$ cat config.mk
export PLATFORM = sky130hd
export DESIGN_NAME = bclg4_serial_add_ctrl
export DESIGN_NICKNAME = d
export VERILOG_FILES = /design/src/rtl/bclg4_seq_pkg.sv /design/src/rtl/bclg4_serial_add_ctrl_bclg4.sv /design/src/rtl/bclg4_serial_add_ctrl.sv
export SDC_FILE = /design/constraint.sdc
export NUM_CORES = 1
export LEC_CHECK = 0
export ABC_AREA = 1
export BUFFER_PORTS_ARGS = -buffer_cell sky130_fd_sc_hd__buf_2
export CAP_MARGIN = 20
export CORE_MARGIN = 2
export CORE_UTILIZATION = 48
export DETAILED_ROUTE_END_ITERATION = 7
export GPL_TIMING_DRIVEN = 1
export PLACE_DENSITY = 0.75
export SLEW_MARGIN = 20
export SYNTH_ARGS = -nofsm -noshare
export SYNTH_HDL_FRONTEND = slang
export SYNTH_SLANG_ARGS = --single-unit
$ cat constraint.sdc
create_clock -name clk -period 2.25 [get_ports clk]
set_input_delay 0.225 -clock clk [delete_from_list [all_inputs] [get_ports clk]]
set_output_delay 0.225 -clock clk [all_outputs]
set_load 0.05 [all_outputs]
$ cat src/rtl/bclg4_seq_pkg.sv
// Shared types and helpers for the nibble-serial BCLG4 adder sequencer.
package bclg4_seq_pkg;

  typedef enum logic [1:0] {IDLE, RUN, DONE} seq_state_t;

  localparam int NIB_BITS = 4;

  function automatic int nib_idx_w(input int width);
    return $clog2(width / NIB_BITS);
  endfunction

endpackage

$ cat src/rtl/bclg4_serial_add_ctrl_bclg4.sv
// BCLG4: 4-bit carry-lookahead slice with group propagate/generate outputs.
module BCLG4 (
  input  logic [3:0] A,
  input  logic [3:0] B,
  input  logic       Cin,
  output logic [3:0] S,
  output logic       Pout,
  output logic       Gout
);

  logic [3:0] p;
  logic [3:0] g;
  logic [3:0] c;

  assign p = A ^ B;
  assign g = A & B;

  assign c[0] = Cin;
  assign c[1] = g[0] | (p[0] & Cin);
  assign c[2] = g[1] | (p[1] & g[0]) | (p[1] & p[0] & Cin);
  assign c[3] = g[2] | (p[2] & g[1]) | (p[2] & p[1] & g[0]) | (p[2] & p[1] & p[0] & Cin);

  assign S    = p ^ c;
  assign Pout = &p;
  assign Gout = g[3] | (p[3] & g[2]) | (p[3] & p[2] & g[1]) | (p[3] & p[2] & p[1] & g[0]);

endmodule

$ cat src/rtl/bclg4_serial_add_ctrl.sv
// Nibble-serial WIDTH-bit adder reusing one BCLG4 slice, LSB nibble first.
// Define BCLG4_OVF_EN to add the signed-overflow output ovf.
module bclg4_serial_add_ctrl
  import bclg4_seq_pkg::*;
#(
  parameter int WIDTH = 16
) (
  input  logic             clk,
  input  logic             reset,
  input  logic             in_valid,
  output logic             in_ready,
  input  logic [WIDTH-1:0] a,
  input  logic [WIDTH-1:0] b,
  input  logic             cin,
  output logic             out_valid,
  input  logic             out_ready,
  output logic [WIDTH-1:0] sum,
  output logic             cout,
  output logic             busy
`ifdef BCLG4_OVF_EN
  ,
  output logic             ovf
`endif
);

  localparam int NIB   = WIDTH / NIB_BITS;
  localparam int IDX_W = nib_idx_w(WIDTH);

  generate
    if ((WIDTH % 4) != 0 || WIDTH < 8) begin : g_bad_width
      $fatal(1, "bclg4_serial_add_ctrl: WIDTH must be a multiple of 4 and >= 8");
    end
  endgenerate

  seq_state_t state, state_nxt;

  logic [IDX_W-1:0] idx;
  logic             carry;
  logic [WIDTH-1:0] a_q;
  logic [WIDTH-1:0] b_q;

  logic [NIB_BITS-1:0] s;
  logic                pout;
  logic                gout;
  logic                carry_nxt;
  logic                last;

  BCLG4 u_slice (
    .A    (a_q[NIB_BITS*idx +: NIB_BITS]),
    .B    (b_q[NIB_BITS*idx +: NIB_BITS]),
    .Cin  (carry),
    .S    (s),
    .Pout (pout),
    .Gout (gout)
  );

  assign carry_nxt = gout | (pout & carry);
  assign last      = (idx == IDX_W'(NIB - 1));

  assign in_ready  = (state == IDLE);
  assign out_valid = (state == DONE);
  assign busy      = (state != IDLE);

  always_ff @(posedge clk) begin
    if (reset) state <= IDLE;
    else       state <= state_nxt;
  end

  always_comb begin
    state_nxt = state;
    case (state)
      IDLE:    if (in_valid) state_nxt = RUN;
      RUN:     if (last)     state_nxt = DONE;
      DONE:    if (out_ready) state_nxt = IDLE;
      default: state_nxt = IDLE;
    endcase
  end

  always_ff @(posedge clk) begin
    if (reset) begin
      idx   <= '0;
      carry <= 1'b0;
      a_q   <= '0;
      b_q   <= '0;
      sum   <= '0;
      cout  <= 1'b0;
`ifdef BCLG4_OVF_EN
      ovf   <= 1'b0;
`endif
    end else begin
      case (state)
        IDLE: if (in_valid) begin
          a_q   <= a;
          b_q   <= b;
          carry <= cin;
          idx   <= '0;
`ifdef BCLG4_OVF_EN
          ovf   <= 1'b0;
`endif
        end
        RUN: begin
          sum[NIB_BITS*idx +: NIB_BITS] <= s;
          carry <= carry_nxt;
          if (last) begin
            cout <= carry_nxt;
            idx  <= '0;
`ifdef BCLG4_OVF_EN
            // s[3] is the final sum MSB, still combinational on this edge
            ovf  <= (a_q[WIDTH-1] == b_q[WIDTH-1]) && (s[3] != a_q[WIDTH-1]);
`endif
          end else begin
            idx <= idx + 1'b1;
          end
        end
        default: ;
      endcase
    end
  end

endmodule

* After elaboration in Yosys (flattened, before gate mapping) *
Index checks and enable logic that the tools add are counted.

storage, ports and cells
  register bits after elaboration = 54
  bits in latches = 0
  RAM bits = 0
  ROM bits = 0
  output and inout port bits = 20
  memories kept = 0

cells by class
  add/subtract/negate cells = 2
  $mul = 0
  div/mod/pow operators = 0
  magnitude comparators = 0
  equality and inequality tests = 6
  shifts and indexed selects = 4
  muxes and demuxes = 10
  bitwise logic cells = 28
  reductions and logical operators = 8

operators with widths
  kind                                                   count
  negator 4 -> 34 bit                                    1
  variable shift 4 x 34 -> 16 bit, first input constant  1
  variable part select 4 x 34 -> 16 bit                  1
  variable part select 16 x 5 -> 4 bit                   2
  bitwise mux 16 bit                                     1
  bitwise AND 1 bit                                      15
  two-way mux 2 bit                                      5
  bitwise OR 1 bit                                       10
  bitwise XOR 4 bit                                      2
  one-hot mux 2 bit (3 select lines)                     1
  AND reduction 2 bit                                    3
  bitwise AND 4 bit                                      1
  equality test 2 bit, second input constant             2
  != test 2 bit, second input constant                   2
  one-hot mux 2 bit (2 select lines)                     1
  AND reduction 4 bit                                    1
  nonzero test 2 bit                                     2
  AND reduction 3 bit                                    1
  adder 2 x 1 -> 2 bit, second input constant            1
  equality test 2 x 1 -> 1 bit, second input constant    1
  logical NOT 2 bit                                      1
  != test 2 x 1 -> 1 bit, second input constant          1
  one-hot mux 1 bit (2 select lines)                     1
  two-way mux 1 bit                                      1

* Depth between registers and ports, before layout *
  word-level depth = 9
  depth in mapped cells = 14

* By module *
From an unflattened synthesis, not the netlist that was laid out.

second synthesis, totals
  cells, all modules = 363
  area total of the unflattened synthesis = 2595.0 um^2

by module, submodules not included
  module                 times used  cells an instance  area an instance (um^2)  seq. area each (um^2)
  bclg4_serial_add_ctrl  1           331                2393.5                   1081.0
  BCLG4                  1           32                 201.4                    0.0

* Worst setup path after synthesis *
Ideal clock, no wire load.

  path kind = flip-flop to flip-flop
  start point = reg idx[0]
  end point = reg sum[7]
  library setup time = 0.070 ns
  arrival time = 2.059 ns
  required time = 2.180 ns
  slack = 0.120 ns
  cell stages (with the launch flop) = 15
  buffers on the path = 2
  period minus slack after synthesis = 2.130 ns
  cell sequence = dfxtp_1 > buf_2 > buf_1 > nor2_1 > o22ai_1 > ha_1 > nand2_1 > nand2_1 > nor2_1 > nand2_1 > nand2_1 > nand3_1 > nor2_1 > nand2_1 > a21oi_1

between the ends
  cells in the longest elaborated chain, start to end = 9
  elaborated cells on any way between the ends = 24
  classes of those cells = add/sub (1); shift (4); mux (1); bitwise (18)

ends and longest elaborated chain
  element                                                                    RTL line                                                              text
  start: declaration                                                         bclg4_serial_add_ctrl.sv:37                                           logic [IDX_W-1:0] idx;
  start signal: assignment                                                   bclg4_serial_add_ctrl.sv:112                                          idx <= idx + 1'b1;
  variable part select 16 x 5 -> 4 bit (on tied branches)                    bclg4_serial_add_ctrl.sv:49, bclg4_serial_add_ctrl.sv:50
  bitwise XOR 4 bit / bitwise AND 4 bit (equally long branches)              bclg4_serial_add_ctrl_bclg4.sv:15, bclg4_serial_add_ctrl_bclg4.sv:16
  bitwise AND 1 bit                                                          bclg4_serial_add_ctrl_bclg4.sv:21                                     assign c[3] = g[2] | (p[2] & g[1]) | (p[2] & p[1] & g[0]) | (p[2] & p[1] & p[0] & Cin);
  bitwise OR 1 bit / bitwise AND 1 bit (equally long branches) (2 in a row)  bclg4_serial_add_ctrl_bclg4.sv:21
  bitwise OR 1 bit                                                           bclg4_serial_add_ctrl_bclg4.sv:21
  bitwise XOR 4 bit                                                          bclg4_serial_add_ctrl_bclg4.sv:23                                     assign S = p ^ c;
  variable part select 4 x 34 -> 16 bit                                      bclg4_serial_add_ctrl.sv:102                                          sum[NIB_BITS*idx +: NIB_BITS] <= s;
  bitwise mux 16 bit (*)                                                     bclg4_serial_add_ctrl.sv:102
  end signal: indexed assignment                                             bclg4_serial_add_ctrl.sv:102
  end: declaration                                                           bclg4_serial_add_ctrl.sv:17                                           output logic [WIDTH-1:0] sum,

Every way passes the cells marked *; elsewhere a longest branch is shown, timed or not.
A chain may end at the register's enable or synchronous reset.

* Worst setup path after layout *
  start point = reg idx[0]
  end point = reg sum[6]

The elaborated chain is that of the path after synthesis.

==> metrics.csv <==
stage,metric,value,unit
outcome,outcome,"finished, final reports clean",
floorplanning,dieHeight,75.53,µm
setup_path,worst-endpoint-arrival,2.45,ns
placement,dpl.cell_count,449,
floorplanning,die_w,75.53,µm
timing,final_min_period_over_clock_period,98.31,%
clock_network,tritoncts,yes,
setup_path,crit_path_top_delay_cell,sky130_fd_sc_hd__dfxtp_4,
power_and_ir_drop,p_leak,0.001360,µW
timing,setup-violations-final,0,
yosys,postSynthAreaPerCell,7.354,µm²
grt,grt_max_degree,37,
timing,hold_ws,0.1605,ns
power_and_ir_drop,pwr-share-seq,45.3,%
clock_network,htree_num_levels,2,
setup_path,worst_path_largest_cell_delay,0.39,ns
yosys,synth_xor_area_share,0.3566,%
yosys,synth.area.mux_share,0,%
setup_path,worstSetupPathType,reg2reg,
power_and_ir_drop,switching_share,31.51,%
placement,place_hpwl,3995,µm
timing,fmaxAchievable,452.1,MHz
cells_and_area,area_of_combinational_cells_with_multiple_inputs,1408,µm²
cells_and_area,drive_above_1_share,31.31,%
power_and_ir_drop,max-vdd-ir-drop,0.5175,mV
setup_path,startpoint_types,register,
cells_and_area,nFillCells,457,
yosys,synth_cell_type_count,27,
drt,initial_drc_count,209,
setup_path,cp.required,2.49,ns
yosys,synthArstFlopShare,0,%
floorplanning,initial_core_util,49.03,%
hold_path,timing.hold.worst_path_depth,3,
timing,worst_slew_margin_rel,55.84,%
grt,grt_first_pass_wirelength,9342,µm
floorplanning,coreArea,5010,µm²
yosys,mappedNetlistNets,382,
floorplanning,placement_rows,26,
drt,drt-pass1-iter-count,4,
cells_and_area,fin_nets,443,
grt,grt-ovfl-total,0,
drt,total_length_of_routed_wires,6018,µm
placement,placedInstanceArea,2785,µm²
yosys,synthSimpleGateAreaFrac,26.18,%
grt,first_global_vias,2141,
floorplanning,floorplan.die_area,5705,µm²
hold_path,worst_hold_path_type,in2reg,
setup_path,worstPathCellList,"clkinvlp_4, buf_6, o21ai_2, o22ai_4, ha_4, nand2_2, o211ai_1, nand2_1, nor2_4, nand3_2, a21oi_2",
yosys,seq_area_frac_synth,44.01,%
power_and_ir_drop,p_switching,737.5,µW
cells_and_area,syn2layout_area_growth,29.09,%
timing,final-hold-violation-count,0,
placement,gp_routability_congestion,0.8682,
cells_and_area,seqCellArea,1086,µm²
timing,min_period,2.212,ns
setup_path,critPathMaxFanout,7,
floorplanning,io-pin-count,57,
yosys,primary_flip_flop_cell_chosen_by_synthesis_mapping,sky130_fd_sc_hd__dfxtp_1,
yosys,combinational_family_with_the_most_area_after_synthesis,simple AND/OR/NAND/NOR gates,
timing,worst_slack,0.03799,ns
clock_network,path_clk_slew,0.10,ns
placement,portBuffers,56,
drt,avgViaCountPerCell,5.090,
placement,dpl_worst_slack,0.04061,ns
setup_path,worst-path-stages,11,
setup_path,worst_r2r_path_depth,11,
yosys,yosys.area.top_type_share,44.01,%
clock_network,cts_root_buf,sky130_fd_sc_hd__clkbuf_8,
setup_path,worst-path-buf-inv,2,
power_and_ir_drop,power.density_cell_area,738.2,nW/µm²
setup_path,crit_path_end_kind,register,
setup_path,path_delay_family,compound AO/OA/AOI/OAI gates,
drt,wl_per_cell,12.91,µm
yosys,synth.ff_latch_count,54,
clock_network,ctsHoldBuffers,0,
power_and_ir_drop,clock_power_share,28.0,%
yosys,synth.yosys.warnings,0,
power_and_ir_drop,combinationalPowerShare,26.7,%
cells_and_area,finalNonFillerCells,466,
yosys,synth_area,2456,µm²
grt,antenna_found_initial,0,
run,drv_cap,0,
clock_network,clock_insertion_delay_worst_skew,0.31,ns
cells_and_area,stdcell_area,3171,µm²
drt,drcViolationCount,0,
yosys,synth_area_leaders,"sky130_fd_sc_hd__dfxtp_1 44%, sky130_fd_sc_hd__nor2_1 14%, sky130_fd_sc_hd__o21ai_0 10%",
yosys,synth_compound_gate_area_share,17.68,%
timing,tightest_slew,0.6617,ns
drt,antenna_left,0,
grt,global_route.usage.total,21.18,%
timing,finalClockSkew,0.01336,ns
yosys,synth_cells,334,
yosys,synth-edff-count,0,
clock_network,cts_buffers,5,
clock_network,cts.sink_count,54,
power_and_ir_drop,p_int,1603,µW
cells_and_area,mostFrequentLayoutCell,sky130_fd_sc_hd__nor2_1,
cells_and_area,insertedDiodeCount,0,
cells_and_area,mostFrequentLayoutCells,"85 x sky130_fd_sc_hd__nor2_1, 56 x sky130_fd_sc_hd__buf_2, 52 x sky130_fd_sc_hd__dfxtp_1",
clock_network,cts-root-to-sink-buffers,2,
yosys,cell_type_with_the_largest_total_area_after_synthesis,sky130_fd_sc_hd__dfxtp_1,
drt,via_count,2372,
timing,report.final.slew_viol_count,0,
yosys,synth_fa_ha_area_share,5.909,%
==> worst min-delay path: stages <==
cell	delay, ns
sky130_fd_sc_hd__buf_2	0.07
sky130_fd_sc_hd__o21ai_0	0.07
sky130_fd_sc_hd__nor2_1	0.08
==> synthesized netlist by cell type (2+ instances only) <==
| cell | instances |
|---|---|
| sky130_fd_sc_hd__nor2_1 | 92 |
| sky130_fd_sc_hd__dfxtp_1 | 54 |
| sky130_fd_sc_hd__o21ai_0 | 49 |
| sky130_fd_sc_hd__nand2_1 | 39 |
| sky130_fd_sc_hd__a21oi_1 | 19 |
| sky130_fd_sc_hd__inv_1 | 15 |
| sky130_fd_sc_hd__nand3_1 | 11 |
| sky130_fd_sc_hd__ha_1 | 10 |
| sky130_fd_sc_hd__clkbuf_1 | 8 |
| sky130_fd_sc_hd__o22ai_1 | 8 |
| sky130_fd_sc_hd__a22oi_1 | 3 |
| sky130_fd_sc_hd__buf_2 | 3 |
| sky130_fd_sc_hd__buf_4 | 3 |
| sky130_fd_sc_hd__inv_2 | 3 |
| sky130_fd_sc_hd__nor2_2 | 3 |
| sky130_fd_sc_hd__nand2_2 | 2 |
| sky130_fd_sc_hd__nand4_1 | 2 |
==> cell type report <==
type	count	area share, %
clock buffer	6	2.289
clock inverter	2	1.184
inverter	18	2.249
multi-input combinational	246	44.40
sequential	54	34.25
tap	70	2.762
timing repair buffer	70	12.87
==> per-layer routing <==
metal	GRT usage [%]	vias up	routed length [µm]
met2	36.33	65	2922
met5	0	-	0
met1	26.50	1078	2690
li1	-	1219	-
met4	6.823	0	113
met3	4.630	10	291
==> flip-flops by register name, indices dropped and copies added (netlist names) <==
signal and cells:
a_q 16, b_q 16, carry 1, cout 1
idx 2, state 2, sum 16
==> power by group through the flow <==
stage          Sequential, µW  Combinational, µW  Clock, µW
3_5_place_dp             1080                457          0
3_3_place_gp             1070                445          0
6_report                 1060                626        655
2_1_floorplan            1090                324          0
5_1_grt                  1070                692        699
4_1_cts                  1060                475        656
==> kinds of logic after synthesis <==
kind of cell / count (synthesis)
DFF: 54
buffers and inverters: 34
AOI/OAI and AO/OA: 82
and+or+nand+nor: 152
xor gates and xnor gates: 1
adders and majority gates: 11
==> stage by stage <==
step	power [µW]	TNS, ns	utilization, %
floorplan	1410	0	-
global placement	1520	0	55.59
detailed placement	1533	0	55.59
CTS	2187	0	58.72
global route	2459	-0.3571	63.29
finish	2341	0	63.29
==> what timing repair did <==
item	in CTS	in global routing
setup buffers	5	5
pin swaps	0	23
endpoints found under the setup margin	1	11
gates resized for setup	5	51
==> final timing paths <==
kind | startpoint | endpoint | slack [ns]
worst min register to register | sum[0] | sum[0] | 0.46
worst min-delay path | a[12] | a_q[12] | 0.16
worst max register to register | idx[0] | sum[6] | 0.04
worst max-delay path | idx[0] | sum[6] | 0.04
Note: power is estimated with default switching activity, not from simulation.
